<file path="config.mk">
export PLATFORM = sky130hd
export DESIGN_NAME = imem_load_controller_flat
export DESIGN_NICKNAME = d
export VERILOG_FILES = /design/src/rtl/imem_load_controller_if.sv /design/src/rtl/imem_load_controller.sv /design/src/flat_wrapper.sv
export SDC_FILE = /design/constraint.sdc
export NUM_CORES = 1
export LEC_CHECK = 0
export ABC_AREA = 1
export BUFFER_PORTS_ARGS = -buffer_cell sky130_fd_sc_hd__buf_2
export CAP_MARGIN = 20
export CORE_AREA = 2 2 108 110
export CTS_CLUSTER_DIAMETER = 100
export DETAILED_ROUTE_END_ITERATION = 10
export DIE_AREA = 0 0 110 112
export PLACE_DENSITY = 0.63
export SLEW_MARGIN = 20
export SYNTH_ARGS = -nofsm -noshare
export SYNTH_HDL_FRONTEND = slang
export SYNTH_SLANG_ARGS = --single-unit
export TNS_END_PERCENT = 10
</file>
<file path="constraint.sdc">
create_clock -name CLK -period 1.5 [get_ports CLK]
set_input_delay 0 -clock CLK [delete_from_list [all_inputs] [get_ports CLK]]
set_output_delay 0 -clock CLK [all_outputs]
set_load 0.005 [all_outputs]
</file>
<file path="src/rtl/imem_load_controller_if.sv">
// imem_load_controller_if: UART byte stream in, instruction memory write port and load status out
// Signals:
//   rx_valid, rx_data   one-cycle byte strobe and byte from the UART receiver
//   reload              one-cycle request to discard the image and await a new frame
//   mem_we, mem_addr,   instruction memory write port, one strobe per 16-bit word
//   mem_wdata
//   load_done, cpu_run  valid image present, CPU may execute
//   load_err            last frame aborted (bad checksum or timeout)
//   words_loaded        words written in the current or last frame
// Modports: master = the load controller, slave = the UART/memory/CPU side.
interface imem_load_controller_if #(
   parameter int ADDR_W = 8
);
   logic              rx_valid;
   logic [7:0]        rx_data;
   logic              reload;
   logic              mem_we;
   logic [ADDR_W-1:0] mem_addr;
   logic [15:0]       mem_wdata;
   logic              load_done;
   logic              load_err;
   logic              cpu_run;
   logic [ADDR_W:0]   words_loaded;

   modport master (
      input  rx_valid, rx_data, reload,
      output mem_we, mem_addr, mem_wdata, load_done, load_err, cpu_run, words_loaded
   );

   modport slave (
      output rx_valid, rx_data, reload,
      input  mem_we, mem_addr, mem_wdata, load_done, load_err, cpu_run, words_loaded
   );
endinterface

</file>
<file path="src/rtl/imem_load_controller.sv">
// imem_load_controller: frames UART bytes into checksummed 16-bit instruction memory writes and gates CPU run
// Ports:
//   CLK          system clock, rising edge
//   RST_N        asynchronous active-low reset
//   bus (master) rx_valid/rx_data/reload in; mem_we/mem_addr/mem_wdata,
//                load_done/load_err/cpu_run/words_loaded out
// Frame: SYNC_BYTE, COUNT (0 = full depth), 2*COUNT data bytes high byte first, CHK = XOR of data bytes.
module imem_load_controller #(
   parameter int         ADDR_W         = 8,
   parameter logic [7:0] SYNC_BYTE      = 8'hA5,
   parameter int         TIMEOUT_CYCLES = 1000000,
   parameter int         TO_W           = 20
) (
   input  logic                   CLK,
   input  logic                   RST_N,
   imem_load_controller_if.master bus
);
   typedef enum logic [2:0] {IDLE, COUNT, HI, LO, CHECK, DONE, ERROR} state_t;

   state_t            state, state_nxt;
   logic [ADDR_W:0]   n_words;
   logic [ADDR_W:0]   words_q;
   logic [ADDR_W-1:0] addr;
   logic [ADDR_W-1:0] addr_q;
   logic [15:0]       wdata_q;
   logic [7:0]        hi_q;
   logic [7:0]        chk_q;
   logic              we_q;
   logic [TO_W-1:0]   to_cnt;
   logic              accept;
   logic              in_frame;
   logic              timeout;
   logic              last_word;

   // reload has priority over a byte arriving in the same cycle
   always_comb begin
      accept    = bus.rx_valid & ~bus.reload;
      in_frame  = (state == COUNT) | (state == HI) | (state == LO) | (state == CHECK);
      timeout   = in_frame & ~bus.rx_valid & (to_cnt == TO_W'(TIMEOUT_CYCLES - 1));
      last_word = (words_q + (ADDR_W+1)'(1)) == n_words;
   end

   always_ff @(posedge CLK or negedge RST_N)
      if (!RST_N) state <= IDLE;
      else        state <= state_nxt;

   always_comb begin
      state_nxt = state;
      if (bus.reload)
         state_nxt = IDLE;
      else if (timeout)
         state_nxt = ERROR;
      else if (bus.rx_valid)
         case (state)
            IDLE, ERROR: state_nxt = (bus.rx_data == SYNC_BYTE) ? COUNT : state;
            COUNT:       state_nxt = HI;
            HI:          state_nxt = LO;
            LO:          state_nxt = last_word ? CHECK : HI;
            CHECK:       state_nxt = (bus.rx_data == chk_q) ? DONE : ERROR;
            default:     state_nxt = state;
         endcase
   end

   // The word is registered on the LO byte and written the following cycle;
   // addr/words_loaded advance as that write retires.
   always_ff @(posedge CLK or negedge RST_N)
      if (!RST_N) begin
         n_words <= '0;
         words_q <= '0;
         addr    <= '0;
         addr_q  <= '0;
         wdata_q <= '0;
         hi_q    <= '0;
         chk_q   <= '0;
         we_q    <= 1'b0;
         to_cnt  <= '0;
      end else begin
         we_q   <= 1'b0;
         to_cnt <= (in_frame && !bus.rx_valid && !bus.reload && !timeout) ? to_cnt + TO_W'(1) : '0;
         if (we_q) begin
            addr    <= addr + ADDR_W'(1);
            words_q <= words_q + (ADDR_W+1)'(1);
         end
         if (accept)
            case (state)
               COUNT: begin
                  n_words <= (bus.rx_data == 8'd0) ? (ADDR_W+1)'(2**ADDR_W) : (ADDR_W+1)'(bus.rx_data);
                  addr    <= '0;
                  chk_q   <= '0;
                  words_q <= '0;
               end
               HI: begin
                  hi_q  <= bus.rx_data;
                  chk_q <= chk_q ^ bus.rx_data;
               end
               LO: begin
                  we_q    <= 1'b1;
                  addr_q  <= addr;
                  wdata_q <= {hi_q, bus.rx_data};
                  chk_q   <= chk_q ^ bus.rx_data;
               end
               default: ;
            endcase
      end

   // Status flags come straight from the registered state, so they change
   // the cycle after the deciding byte.
   assign bus.mem_we       = we_q;
   assign bus.mem_addr     = addr_q;
   assign bus.mem_wdata    = wdata_q;
   assign bus.load_done    = (state == DONE);
   assign bus.cpu_run      = (state == DONE);
   assign bus.load_err     = (state == ERROR);
   assign bus.words_loaded = words_q;
endmodule

</file>
<file path="src/flat_wrapper.sv">
// flat-port wrapper written by rule: the top's interface ports become plain ports
module imem_load_controller_flat 
#(
   parameter int         ADDR_W         = 8,
   parameter logic [7:0] SYNC_BYTE      = 8'hA5,
   parameter int         TIMEOUT_CYCLES = 1000000,
   parameter int         TO_W           = 20
)
  (CLK, RST_N, bus_rx_valid, bus_rx_data, bus_reload, bus_mem_we, bus_mem_addr, bus_mem_wdata, bus_load_done, bus_load_err, bus_cpu_run, bus_words_loaded);
  imem_load_controller_if #(.ADDR_W(ADDR_W)) bus_i ();
  input  logic CLK;
  input  logic RST_N;
  input wire logic [$bits(bus_i.rx_valid)-1:0] bus_rx_valid;
  input wire logic [$bits(bus_i.rx_data)-1:0] bus_rx_data;
  input wire logic [$bits(bus_i.reload)-1:0] bus_reload;
  output wire logic [$bits(bus_i.mem_we)-1:0] bus_mem_we;
  output wire logic [$bits(bus_i.mem_addr)-1:0] bus_mem_addr;
  output wire logic [$bits(bus_i.mem_wdata)-1:0] bus_mem_wdata;
  output wire logic [$bits(bus_i.load_done)-1:0] bus_load_done;
  output wire logic [$bits(bus_i.load_err)-1:0] bus_load_err;
  output wire logic [$bits(bus_i.cpu_run)-1:0] bus_cpu_run;
  output wire logic [$bits(bus_i.words_loaded)-1:0] bus_words_loaded;
  assign bus_i.rx_valid = bus_rx_valid;
  assign bus_i.rx_data = bus_rx_data;
  assign bus_i.reload = bus_reload;
  assign bus_mem_we = bus_i.mem_we;
  assign bus_mem_addr = bus_i.mem_addr;
  assign bus_mem_wdata = bus_i.mem_wdata;
  assign bus_load_done = bus_i.load_done;
  assign bus_load_err = bus_i.load_err;
  assign bus_cpu_run = bus_i.cpu_run;
  assign bus_words_loaded = bus_i.words_loaded;
  imem_load_controller #(.ADDR_W(ADDR_W), .SYNC_BYTE(SYNC_BYTE), .TIMEOUT_CYCLES(TIMEOUT_CYCLES), .TO_W(TO_W)) u_core (.CLK(CLK), .RST_N(RST_N), .bus(bus_i));
endmodule
</file>
==> impl_results.md <==
- Status: finished, violations left
- Failing checks: setup timing
- Worst path cell trace: ha_2 > nand2_2 > nor2_4 > nand2_2 > nor3_4 > inv_2 > nor2_4 > nand2_2 > nor2_4 > and3_4 > nor3_2
- Max Cap Viol: 0
- Pre-Repair DR Iteration Count: 4
- IO buf count: 48
- CTS Root Cell: clkbuf_16
- Clock buffer depth: 2
- I/O Pins: 49
- Fmax: 0.594 GHz
- Ys flop type: dfrtp_1
- Dpl cells: 761
- Least-Margin Pin Slew: 0.444 ns
- Ant diodes: 0
- Num rows: 39
- Avg WL per Cell: 13.0 µm
- DR iter-0 viols: 262
- CP endpoint kind: register
- Critical path fanouts, max: 3
- Via Count: 3830
- Syn. warnings: 0
- Avg Vias per Cell: 4.84
- Largest net degree at the start of global routing: 34
- Final nets: 659
- DR WL met2: 5.11 mm
- Antenna-violating nets left: 0
- RSZ-0062 raised after global routing: yes
- Final hold vios: 0
- Non-filler cells, final: 792
- DRC viols: 0
- #FFs+latches synth: 90
- Max Used Layer: met4
- CTS sink count: 90
- Worst path bufs/invs: 1
- Fillers: 1034
- Core box area: 11200 µm²
- Starting density of the core: 0.391
- Final Critical Period: 1.68 ns
- Met1 wire length: 4.59 mm
- Critical path origin: u_core.to_cnt[0]$_DFF_PN0_
- Min-Delay Path Class: input pin to register
- Register area: 2260 µm²
- Initial antenna violation count: 0
- Required @ worst endpoint: 1.74 ns
- Fraction of layout cells with a size suffix above 1: 0.280
- Crit-path slowest cell: dfrtp_1
- CP delay by family, top: simple AND/OR/NAND/NOR gates
- Final HPWL DP: 7.63 mm
- Die X: 110 µm
- First-pass GRT wire length: 17.3 mm
- Worst path max stage delay: 0.36 ns
- Post-synth EDFFs: 0
- Syn Inst Count: 530
- CTS tree: built
- Die ar.: 12300 µm²
- FF-to-FF setup slack: -0.18 ns
- Met3 Wirelength: 362 µm
- Grt total ovfl: 0
- Startpoint types: register
- PwrDens: 1400 nW/µm²
- Die height: 112 µm
- CTS Buf Count: 9
- Final period utilization: 1.12
- Final WL: 10.3 mm
- Final WS setup: -0.183 ns
- Hold Crit Start: bus_rx_data[1]
- Mean Syn Cell Area: 8.24 µm²
- Fraction of registers with async set or reset after synthesis: 1.00
- CP arrival: 1.92 ns
- Final Setup Violations: 22
- Synth cell types: 36
- Vias in the first global route: 3772
- VDD IR max: 0.794 mV
- Cell leakage power: 2.83 nW
- Clock skew: 0.00746 ns
- Worst R2R Start: u_core.to_cnt[0]$_DFF_PN0_
- Max-slew headroom: 0.704
- Clock Latency Late Sink: 0.34 ns
- Area delta synth->final: 30.4%
- GP Congestion: 0.845
- Setup Crit Path Kind: register to register
- Slew Viols, Final: 0
- Syn_nets: 545
- Clock slew at reported path FFs: 0.07 ns
- GRT Overall Usage: 0.179
- CTS H-tree depth: 3
- Mapped Area: 4370 µm²
- Area of the multi-input gates: 1910 µm²
- Sum Neg Setup Slack: -2.19 ns
- Power consumption: 0.00795 W
- Sequential area share after synthesis: 0.515
## synthesized netlist by cell type, types with 3 or more instances
cell type	number	share of area
a21oi_1	20	0.023
buf_2	3	0.0034
clkbuf_1	6	0.0052
dfrtp_1	90	0.52
ha_1	3	0.0086
inv_1	64	0.055
inv_2	8	0.0069
nand2_1	130	0.11
nand2_2	6	0.0086
nand3_1	29	0.033
nand4_1	8	0.011
nor2_1	44	0.038
nor2_2	4	0.0057
nor2_4	4	0.010
nor3_1	11	0.013
o21ai_0	59	0.068
xnor2_1	10	0.020
xor2_1	8	0.016
## routing by layer
layer | track usage | vias to the layer above
met1 | 0.228 | 1828
li1 | - | 1921
met2 | 0.297 | 67
met4 | 0.0726 | 0
met3 | 0.0345 | 14
met5 | 0 | -
## timing repair
action                                 CTS  global route
hold buffers                             9             0
buffers inserted                         2             4
gates cloned                             0             0
endpoints found under the hold margin   69             0
resized for setup                       14            26
setup endpoints to repair               26            74
pin swaps                                4             5
## final cells by class
| class | count | area share |
|---|---|---|
| sequential | 90 | 0.396 |
| clock inverter | 4 | 0.00593 |
| clock buffer | 12 | 0.0468 |
| timing repair buffer | 114 | 0.137 |
| multi-input combinational | 356 | 0.335 |
| inverter | 73 | 0.0485 |
| tap | 143 | 0.0314 |
## tightest hold or removal path, stage by stage
cell and delay (ns):
buf_2 0.12, inv_1 0.10, o21ai_0 0.09
## through the flow
step | utilization | setup WS [ns] | hold slack (ns) | instance area (µm²)
6_report | 0.510 | -0.183 | 0.0121 | 5700
2_1_floorplan | - | -0.0646 | -0.296 | 4370
3_3_place_gp | 0.459 | -0.121 | -0.0286 | 5130
4_1_cts | 0.499 | -0.165 | 0.00690 | 5580
5_1_grt | 0.510 | -0.321 | 0.0350 | 5700
3_5_place_dp | 0.459 | -0.192 | -0.0206 | 5130
## flip-flops by register name, indices dropped and copies added, names as in the netlist
name	cells
u_core.hi_q	8
u_core.bus.words_loaded	9
u_core.bus.mem_wdata	16
u_core.addr	8
u_core.chk_q	8
u_core.bus.mem_addr	8
u_core.n_words	9
u_core.to_cnt	20
u_core.state	3
u_core.bus.mem_we	1
## power breakdown
| group | switching [W] | internal, W |
|---|---|---|
| Sequential | 0.000402 | 0.00303 |
| Combinational | 0.00124 | 0.00103 |
| Clock | 0.000975 | 0.00127 |
## kinds of logic (layout without fill, tap and decap cells)
group | after synthesis | count (layout) | share of synthesized area
flops | 90 | 90 | 0.515
fa+ha+maj | 3 | 3 | 0.00859
compound gates | 87 | 87 | 0.103
xor+xnor | 18 | 18 | 0.0361
simple gates | 248 | 248 | 0.262
buf+inv | 84 | 203 | 0.0747
## cells in the final DEF (no fill, tap or decap), drive strengths merged
cell and count:
xor2 8, nand4 9, dfrtp 90, clkbuf 12, nand2 137, nor2 52
inv 73, a211oi 2, dlygate4sd3 9, nor4 2, o31ai 1, nand3b 1
o211ai 1, buf 105, nor3 14, and3 1, nand3 30, o21ai 61
or3 1, o21a 2, clkinv 4, ha 3, nor3b 1, a21oi 20
xnor2 10
## final timing paths
| path | cells after the start | to |
|---|---|---|
| worst max-delay path | 11 | u_core.to_cnt[14]$_DFF_PN0_ |
| worst min-delay path | 3 | u_core.bus.mem_wdata[1]$_DFFE_PN0P_ |
| worst max register to register | 11 | u_core.to_cnt[14]$_DFF_PN0_ |
| worst min register to register | 2 | u_core.bus.mem_wdata[12]$_DFFE_PN0P_ |
| max in group asynchronous | 3 | u_core.state[1]$_DFFE_PN0P_ |
| min in group asynchronous | 2 | u_core.bus.words_loaded[2]$_DFF_PN0_ |
No activity file was read; power rests on OpenSTA's default activity.
